--- config.mk ---
export PLATFORM = sky130hd
export DESIGN_NAME = food_placer
export DESIGN_NICKNAME = d
export VERILOG_FILES = /design/src/rtl/snake_pkg.sv /design/src/rtl/food_placer.sv
export SDC_FILE = /design/constraint.sdc
export NUM_CORES = 1
export LEC_CHECK = 0
export ABC_AREA = 1
export CAP_MARGIN = 20
export CORE_AREA = 4 4 70 72
export DETAILED_ROUTE_END_ITERATION = 7
export DIE_AREA = 0 0 74 76
export PLACE_DENSITY = 0.84
export SLEW_MARGIN = 10
export SYNTH_ARGS = -nofsm -noshare
export SYNTH_HDL_FRONTEND = slang
export SYNTH_SLANG_ARGS = --single-unit
--- constraint.sdc ---
create_clock -name clk -period 4.55 [get_ports clk]
set_input_delay 0.91 -clock clk [delete_from_list [all_inputs] [get_ports clk]]
set_output_delay 0.91 -clock clk [all_outputs]
set_load 0.02 [all_outputs]
--- src/rtl/snake_pkg.sv ---
// Shared constants and types for the snake game datapath.
package snake_pkg;

    localparam int unsigned GRID_CELLS   = 100;
    localparam int unsigned POS_W        = 8;
    localparam int unsigned GRID_W       = 10;
    localparam int unsigned PL_MAX_TRIES = 8;

    typedef enum logic [2:0] {
        PL_IDLE,
        PL_SAMPLE,
        PL_ISSUE,
        PL_CHECK,
        PL_SCAN_ISSUE,
        PL_SCAN_CHECK
    } placer_state_e;

endpackage : snake_pkg

--- src/rtl/food_placer.sv ---
// Food placement: random candidates checked against occupancy RAM, then a
// wrapping linear scan once the random tries are exhausted.
module food_placer
    import snake_pkg::*;
#(
    parameter int unsigned MAX_TRIES = PL_MAX_TRIES
) (
    input  logic             clk,
    input  logic             rst_n,
    input  logic             req,
    input  logic [POS_W-1:0] rnd_num,
    output logic             occ_rd,
    output logic [POS_W-1:0] occ_addr,
    input  logic             occ_data,
    output logic             busy,
    output logic [POS_W-1:0] food_pos,
    output logic             food_valid,
    output logic             done,
    output logic             fail
);

    localparam int unsigned TRY_W = $clog2(MAX_TRIES + 1);

    placer_state_e    state_q, state_d;
    logic [POS_W-1:0] cand_q, cand_d;
    logic [TRY_W-1:0] tries_q, tries_d;
    logic [GRID_W-1:0] scan_cnt_q, scan_cnt_d;
    logic [POS_W-1:0] food_pos_q, food_pos_d;
    logic             food_valid_q, food_valid_d;
    logic             done_q, done_d;
    logic             fail_q, fail_d;

    logic [POS_W-1:0]  cand_wrap_c;
    logic [TRY_W-1:0]  tries_inc_c;
    logic [GRID_W-1:0] scan_inc_c;

    // Candidate is always in range here, so the wrap compare precedes the add.
    assign cand_wrap_c = (cand_q == POS_W'(GRID_CELLS - 1)) ? '0 : cand_q + POS_W'(1);
    assign tries_inc_c = tries_q + TRY_W'(1);
    assign scan_inc_c  = scan_cnt_q + GRID_W'(1);

    always_ff @(posedge clk or negedge rst_n) begin
        if (!rst_n) begin
            state_q      <= PL_IDLE;
            cand_q       <= '0;
            tries_q      <= '0;
            scan_cnt_q   <= '0;
            food_pos_q   <= '0;
            food_valid_q <= 1'b0;
            done_q       <= 1'b0;
            fail_q       <= 1'b0;
        end else begin
            state_q      <= state_d;
            cand_q       <= cand_d;
            tries_q      <= tries_d;
            scan_cnt_q   <= scan_cnt_d;
            food_pos_q   <= food_pos_d;
            food_valid_q <= food_valid_d;
            done_q       <= done_d;
            fail_q       <= fail_d;
        end
    end

    always_comb begin
        state_d      = state_q;
        cand_d       = cand_q;
        tries_d      = tries_q;
        scan_cnt_d   = scan_cnt_q;
        food_pos_d   = food_pos_q;
        food_valid_d = food_valid_q;
        done_d       = 1'b0;
        fail_d       = 1'b0;

        unique case (state_q)
            PL_IDLE: begin
                if (req) begin
                    state_d      = PL_SAMPLE;
                    tries_d      = '0;
                    food_valid_d = 1'b0;
                end
            end
            PL_SAMPLE: begin
                cand_d = rnd_num;
                if (rnd_num < POS_W'(GRID_CELLS)) begin
                    state_d = PL_ISSUE;
                end else begin
                    tries_d = tries_inc_c;
                    if (tries_inc_c == TRY_W'(MAX_TRIES)) begin
                        state_d    = PL_SCAN_ISSUE;
                        cand_d     = '0;
                        scan_cnt_d = '0;
                    end
                end
            end
            PL_ISSUE: state_d = PL_CHECK;
            PL_CHECK: begin
                if (!occ_data) begin
                    state_d      = PL_IDLE;
                    food_pos_d   = cand_q;
                    food_valid_d = 1'b1;
                    done_d       = 1'b1;
                end else begin
                    tries_d = tries_inc_c;
                    if (tries_inc_c == TRY_W'(MAX_TRIES)) begin
                        state_d    = PL_SCAN_ISSUE;
                        cand_d     = cand_wrap_c;
                        scan_cnt_d = '0;
                    end else begin
                        state_d = PL_SAMPLE;
                    end
                end
            end
            PL_SCAN_ISSUE: state_d = PL_SCAN_CHECK;
            PL_SCAN_CHECK: begin
                if (!occ_data) begin
                    state_d      = PL_IDLE;
                    food_pos_d   = cand_q;
                    food_valid_d = 1'b1;
                    done_d       = 1'b1;
                end else begin
                    scan_cnt_d = scan_inc_c;
                    if (scan_inc_c == GRID_W'(GRID_CELLS)) begin
                        state_d = PL_IDLE;
                        fail_d  = 1'b1;
                    end else begin
                        state_d = PL_SCAN_ISSUE;
                        cand_d  = cand_wrap_c;
                    end
                end
            end
            default: state_d = PL_IDLE;
        endcase
    end

    assign occ_rd     = (state_q == PL_ISSUE) || (state_q == PL_SCAN_ISSUE);
    assign occ_addr   = cand_q;
    assign busy       = (state_q != PL_IDLE);
    assign food_pos   = food_pos_q;
    assign food_valid = food_valid_q;
    assign done       = done_q;
    assign fail       = fail_q;

endmodule : food_placer
==> results of run 1 <==
[placed cells by master, fill, tap and decap left out, drive strengths merged, types with 4 or more instances in the layout]
cell type	instances
clkbuf	6
clkdlybuf4s50	32
dfrtp	36
ha	4
inv	32
nand2	109
nand3	37
nand4	5
nor2	22
nor3	4
o21ai	19
xor2	7
[cells in the mapped netlist, types with 3 or more instances]
| master | instances | area (µm²) |
|---|---|---|
| ha_1 | 4 | 50.05 |
| nor3_1 | 4 | 20.02 |
| nor2_2 | 3 | 18.77 |
| dfrtp_1 | 36 | 900.9 |
| inv_2 | 4 | 15.01 |
| nand3_1 | 34 | 170.2 |
| o21ai_0 | 14 | 70.07 |
| nand2_2 | 5 | 31.28 |
| inv_1 | 28 | 105.1 |
| nand4_1 | 3 | 18.77 |
| xor2_1 | 7 | 61.31 |
| nand2_1 | 102 | 382.9 |
| nand3_2 | 3 | 30.03 |
| o21ai_1 | 5 | 25.02 |
| nor2_4 | 4 | 45.04 |
| nor2_1 | 15 | 56.30 |
[logic make-up after synthesis]
logic type,Yosys count,share of synthesized area (%)
and+or+nand+nor,179,39.32
DFF,36,42.01
buffers and inverters,34,6.184
AOI/OAI and AO/OA,25,6.885
xor gates and xnor gates,8,3.267
adders and majority gates,4,2.334
[layer usage]
metal / GRT usage [%] / wire length (µm) / up-vias
li1: - / - / 997
met1: 23.93 / 2062 / 872
met2: 30.23 / 2430 / 55
met3: 3.562 / 227 / 6
met4: 5.435 / 51 / 0
met5: 0 / 0 / -
[stage by stage]
stage | cell area [µm²] | utilization, %
after floorplan | 2145 | -
after global placement | 2525 | 58.80
after detailed placement | 2525 | 58.80
after CTS | 2633 | 61.31
after global routing | 2633 | 61.31
final | 2633 | 61.31
[sequential cells by signal, indices dropped and copies added (netlist names)]
signal,count
fail,1
tries_q,4
state_q,3
done,1
scan_cnt_q,10
food_pos,8
occ_addr,8
food_valid,1
[cell type report]
| class | count | area, µm² | share of cell area [%] |
|---|---|---|---|
| clock buffer | 6 | 72.57 | 2.757 |
| clock inverter | 2 | 35.03 | 1.331 |
| inverter | 32 | 120.1 | 4.563 |
| multi-input combinational | 216 | 1111 | 42.21 |
| sequential | 36 | 900.9 | 34.22 |
| tap | 52 | 65.06 | 2.471 |
| timing repair buffer | 33 | 327.8 | 12.45 |
[worst max-delay path, cell delays in order, from the launching register on]
cell	delay, ns
dfrtp_1	0.43
nor3_1	0.50
inv_1	0.13
clkdlybuf4s50_1	0.57
[path summary, 6_finish.rpt]
path                             startpoint             to  slack [ns]  cells past startpoint
worst min register to register  food_pos[2]    food_pos[2]        0.49                      2
min in group asynchronous             rst_n  scan_cnt_q[5]        1.04                      2
worst min-delay path            food_pos[2]    food_pos[2]        0.49                      2
max in group asynchronous             rst_n    occ_addr[7]        3.18                      2
worst max register to register   state_q[1]     tries_q[2]        2.68                      8
worst max-delay path             state_q[1]           busy        1.73                      3
[where the power goes]
| group | switching, W | total [W] | internal, W |
|---|---|---|---|
| logic | 0.000505 | 0.000845 | 0.000339 |
| clock network | 0.000112 | 0.000275 | 0.000163 |
| registers | 0.000134 | 0.000576 | 0.000442 |
| total | 0.000752 | 0.00170 | 0.000944 |
==> summary.md, run 1 <==
| Metric | Value |
|---|---|
| Status | finished, final reports clean |
| Residual DRC | 0 |
| Hold_ws | 0.4872 ns |
| Yosys warns | 0 |
| Port buffer count | 32 |
| Worst EP required | 3.64 ns |
| Inst Count DP | 369 |
| First-pass detailed-route iteration total | 4 |
| # diodes | 0 |
| HP Class | flop to flop |
| PwrDens | 644.2 nW/µm² |
| Finished Layout Cells | 377 |
| Startpoint Class | flop |
| Clock sinks | 36 |
| H-tree depth | 2 |
| Slew @ Worst Pin | 0.5512 ns |
| RSZ-0062 raised after global routing | no |
| Pin count of the biggest net entering global routing | 37 |
| Prevailing post-synth register cell | dfrtp_1 |
| Mean Syn Cell Area | 7.498 µm² |
| Overall routing resource usage | 18.31% |
| Dpl hpwl | 3623 µm |
| Number of synthesized flops with an enable pin | 0 |
| Clock transition at the registers of the reported paths | 0.07 ns |
| Post-synth ARST share | 100.0% |
| Fin crit period | 2.821 ns |
| Pre-CTS WS | 2.022 ns |
| Core area | 4294 µm² |
| Skew-Pair Late Insertion Delay | 0.29 ns |
| Via density | 5.119 |
| Final setup margin | 1.729 ns |
| Remaining antenna violation count after routing | 0 |
| I/O Pins | 33 |
| Initial DRC Count | 107 |
| CTS root buffer | clkbuf_8 |
| Share of cells above drive strength 1 | 10.15% |
| Die area | 5624 µm² |
| Post-synthesis sequential area ratio | 42.01% |
| WP data arrival | 1.91 ns |
| Period utilization | 62.01% |
| Hold-fix buffers, CTS | 0 |
| Initial Util | 49.94% |
| Syn_nets | 302 |
| Final WL | 4771 µm |
| Crit Path Class | flop to output pin |
| DIE WIDTH | 74 µm |
| Setup TNS | 0 ns |
| Cell Area, Synth | 2145 µm² |
| Mapped Cells | 286 |
| Initial antenna violation count | 0 |
| Max-cap viol count | 0 |
| # setup viols final | 0 |
| CTS Buf Count | 5 |
| Netlist cell types | 30 |
| Area Growth Syn to Fin | 22.75% |
| Filler cell count | 389 |
| Max Buffers Root-to-Sink | 2 |
| Routability cong. | 0.9063 |
| Aggregate global routing overflow | 0 |
| Row cnt | 24 |
| Die span in y | 76 µm |
| Vias | 1930 |
| Crit path capture type | output pin |
| Fin nets | 340 |
| Peak VDD IR | 0.3893 mV |
| Peak Freq | 354.4 MHz |
| Max-slew violations | 0 |
| Tot Pwr | 0.001696 W |
| Via count of the first global-routing pass | 1856 |
| Fin. Hold Viols | 0 |
| Global-route wire length before repair | 8321 µm |
| Post-DR wirelength/cell | 12.66 µm |
| Critical-path maximum fanout | 4 |
| Slew headroom | 62.97% |
| Number of post-CTS setup repair buffers | 0 |
| Layout Skew | 0.005122 ns |
| Static leakage | 1.293 nW |
| Register bit total from synthesis | 36 |
| CTS tree | done |
| Post-CTS sizing | 0 |
No activity file was read; power rests on OpenSTA's default activity.
==> run 2, diff against run 1 <==
- clock period: 4.55 -> 2.88 ns (I/O delays scaled with it)
==> summary.md, run 2 (synthesis gave the netlist of run 1 again) <==
| Metric | Value |
|---|---|
| Final WL | 4891 µm (+2.5%) |
| Routability cong. | 0.9062 (about the same) |
| Sequential share of power | 33.7% (-0.3 points) |
| Global-route wire length before repair | 8507 µm (+2.2%) |
| Layout Skew | 0.006547 ns (+0.001426 ns) |
| Fin crit period | 2.466 ns |
| RSZ-0062 raised after global routing | no |
| Dpl hpwl | 3602 µm (-0.57%) |
| Clock sinks | 36 (unchanged) |
| CTS tree | done |
| Via density | 5.223 (+2.0%) |
| Filler cell count | 388 (-0.26%) |
| First-pass detailed-route iteration total | 4 (unchanged) |
| Period utilization | 85.63% |
| Remaining antenna violation count after routing | 0 (unchanged) |
| Initial Util | 49.94% (unchanged) |
| Worst path slowest cell | clkdlybuf4s50_1 |
| CTS Buf Count | 5 (unchanged) |
| Slew headroom | 64.98% (+2.0 points) |
| Initial DRC Count | 123 (+15%) |
| DIE WIDTH | 74 µm (unchanged) |
| Overall routing resource usage | 19.01% (+0.69 points) |
| Residual DRC | 0 (unchanged) |
| Die span in y | 76 µm (unchanged) |
| Post-DR wirelength/cell | 12.97 µm (+2.5%) |
| Fin. Hold Viols | 0 (unchanged) |
| Int Power | 0.001491 W (+58%) |
| Aggregate global routing overflow | 0 (unchanged) |
| PwrDens | 1025 nW/µm² (+59%) |
| Critical path buffers and inverters | 2 (unchanged) |
| Crit Path Class | flop to output pin |
| Initial antenna violation count | 0 (unchanged) |
| Crit-path cells | nor3_1 -> inv_1 -> clkdlybuf4s50_1 |
| Worst EP required | 2.30 ns (-1.34 ns) |
| Crit path capture type | output pin |
| Delay-heaviest family, CP | buffers and inverters |
| Peak Freq | 405.5 MHz |
| Largest register FFs | 10 (unchanged) |
| HP Class | flop to flop |
| Sw power | 0.001207 W (+60%) |
| Number of post-CTS setup repair buffers | 0 (unchanged) |
| Clk pwr share | 16.5% (+0.3 points) |
| Status | finished, final reports clean |
| Row cnt | 24 (unchanged) |
| Max-slew violations | 0 (unchanged) |
| Startpoint Class | flop |
| Port buffer count | 32 (unchanged) |
| Setup TNS | 0 ns (unchanged) |
| Max Buffers Root-to-Sink | 2 (unchanged) |
| Slew @ Worst Pin | 0.5213 ns (-0.02995 ns) |
| Max stage delay on crit path | 0.57 ns (about the same) |
| Commonest non-fill, non-tap cells in the layout | 102 x nand2_1, 36 x dfrtp_1, 34 x nand3_1 |
| WP data arrival | 1.89 ns (-0.02 ns) |
| Via count of the first global-routing pass | 1925 (+3.7%) |
| Static leakage | 1.293 nW (unchanged) |
| Die area | 5624 µm² (unchanged) |
| Finished Core Util | 61.31% (unchanged) |
| Most common cell after layout, fill and taps aside | nand2_1 |
| # setup viols final | 0 (unchanged) |
| Switching share of power | 44.73% (+0.38 points) |
| Pin count of the biggest net entering global routing | 37 (unchanged) |
| CTS root buffer | clkbuf_8 |
| H-tree depth | 2 (unchanged) |
| I/O Pins | 33 (unchanged) |
| Post-CTS sizing | 0 (unchanged) |
| Hold_ws | 0.4937 ns (+0.006442 ns) |
| Critical-path maximum fanout | 4 (unchanged) |
| Comb pwr share | 49.9% (about the same) |
| Area Growth Syn to Fin | 22.75% (unchanged) |
| Top reg by flops | scan_cnt_q |
| Share of cells above drive strength 1 | 10.15% (unchanged) |
| Hold-fix buffers, CTS | 0 (unchanged) |
| # diodes | 0 (unchanged) |
| Peak VDD IR | 0.5287 mV (+36%) |
| Max-cap viol count | 0 (unchanged) |
| Skew-Pair Late Insertion Delay | 0.30 ns (about the same) |
| Vias | 1969 (+2.0%) |
| Clock transition at the registers of the reported paths | 0.07 ns (about the same) |
| Core area | 4294 µm² (unchanged) |
| Fin nets | 340 (unchanged) |
[run 2: cell counts in the layout (fill, tap and decap cells not counted)]
Identical to the previous run, type by type.
[run 2: path summary, 6_finish.rpt]
path                            slack, ns  depth (start not counted)   startpoint            end
max in group asynchronous            1.85                          2        rst_n    occ_addr[7]
worst max-delay path                 0.41                          3   state_q[1]           busy
worst min register to register       0.49                          2  food_pos[1]    food_pos[1]
worst max register to register       1.02                          8   state_q[1]     tries_q[2]
min in group asynchronous            0.70                          2        rst_n  scan_cnt_q[6]
worst min-delay path                 0.49                          2  food_pos[1]    food_pos[1]
[run 2: worst register-to-register path, stage by stage, from the launching register on]
cell and delay, ns:
dfrtp_1 0.42, nor3_1 0.48, nand2_1 0.21, o21ai_0 0.14, nor2_1 0.06, nand2_1 0.15
inv_1 0.08, nand2_1 0.10, o21ai_0 0.10
[run 2: area by class of cell]
type / count / area [µm²] / area share [%]
multi-input cells: 216 / 1111 / 42.21
flip-flops and latches: 36 / 900.9 / 34.22
repair buffers: 33 / 327.8 / 12.45
inverters: 32 / 120.1 / 4.563
clock buffers: 6 / 72.57 / 2.757
well taps: 52 / 65.06 / 2.471
clock inverters: 2 / 35.03 / 1.331
[run 2: power groups by stage]
| stage | Clock, W | Sequential, W | Combinational, W |
|---|---|---|---|
| after floorplan | 0 | 0.00101 | 0.000750 |
| after global placement | 0 | 0.000911 | 0.00130 |
| after detailed placement | 0 | 0.000916 | 0.00134 |
| after CTS | 0.000451 | 0.000907 | 0.00135 |
| after global routing | 0.000476 | 0.000936 | 0.00150 |
| final | 0.000445 | 0.000908 | 0.00135 |
[run 2: per-stage QoR]
step | setup slack, ns | cell area, µm² | power, W | cells
after floorplan | 1.308 | 2145 | 0.001758 | 286
after global placement | 0.7529 | 2525 | 0.002216 | 369
after detailed placement | 0.6803 | 2525 | 0.002252 | 369
after CTS | 0.3954 | 2633 | 0.002710 | 377
after global routing | 0.3092 | 2633 | 0.002912 | 377
final | 0.4138 | 2633 | 0.002698 | 377
[run 2: routing by layer]
metal | GRT usage, % | share of wire [%]
met5 | 0 | 0
met4 | 6.884 | 1.4
met3 | 4.354 | 4.4
met2 | 31.83 | 51
met1 | 23.40 | 43
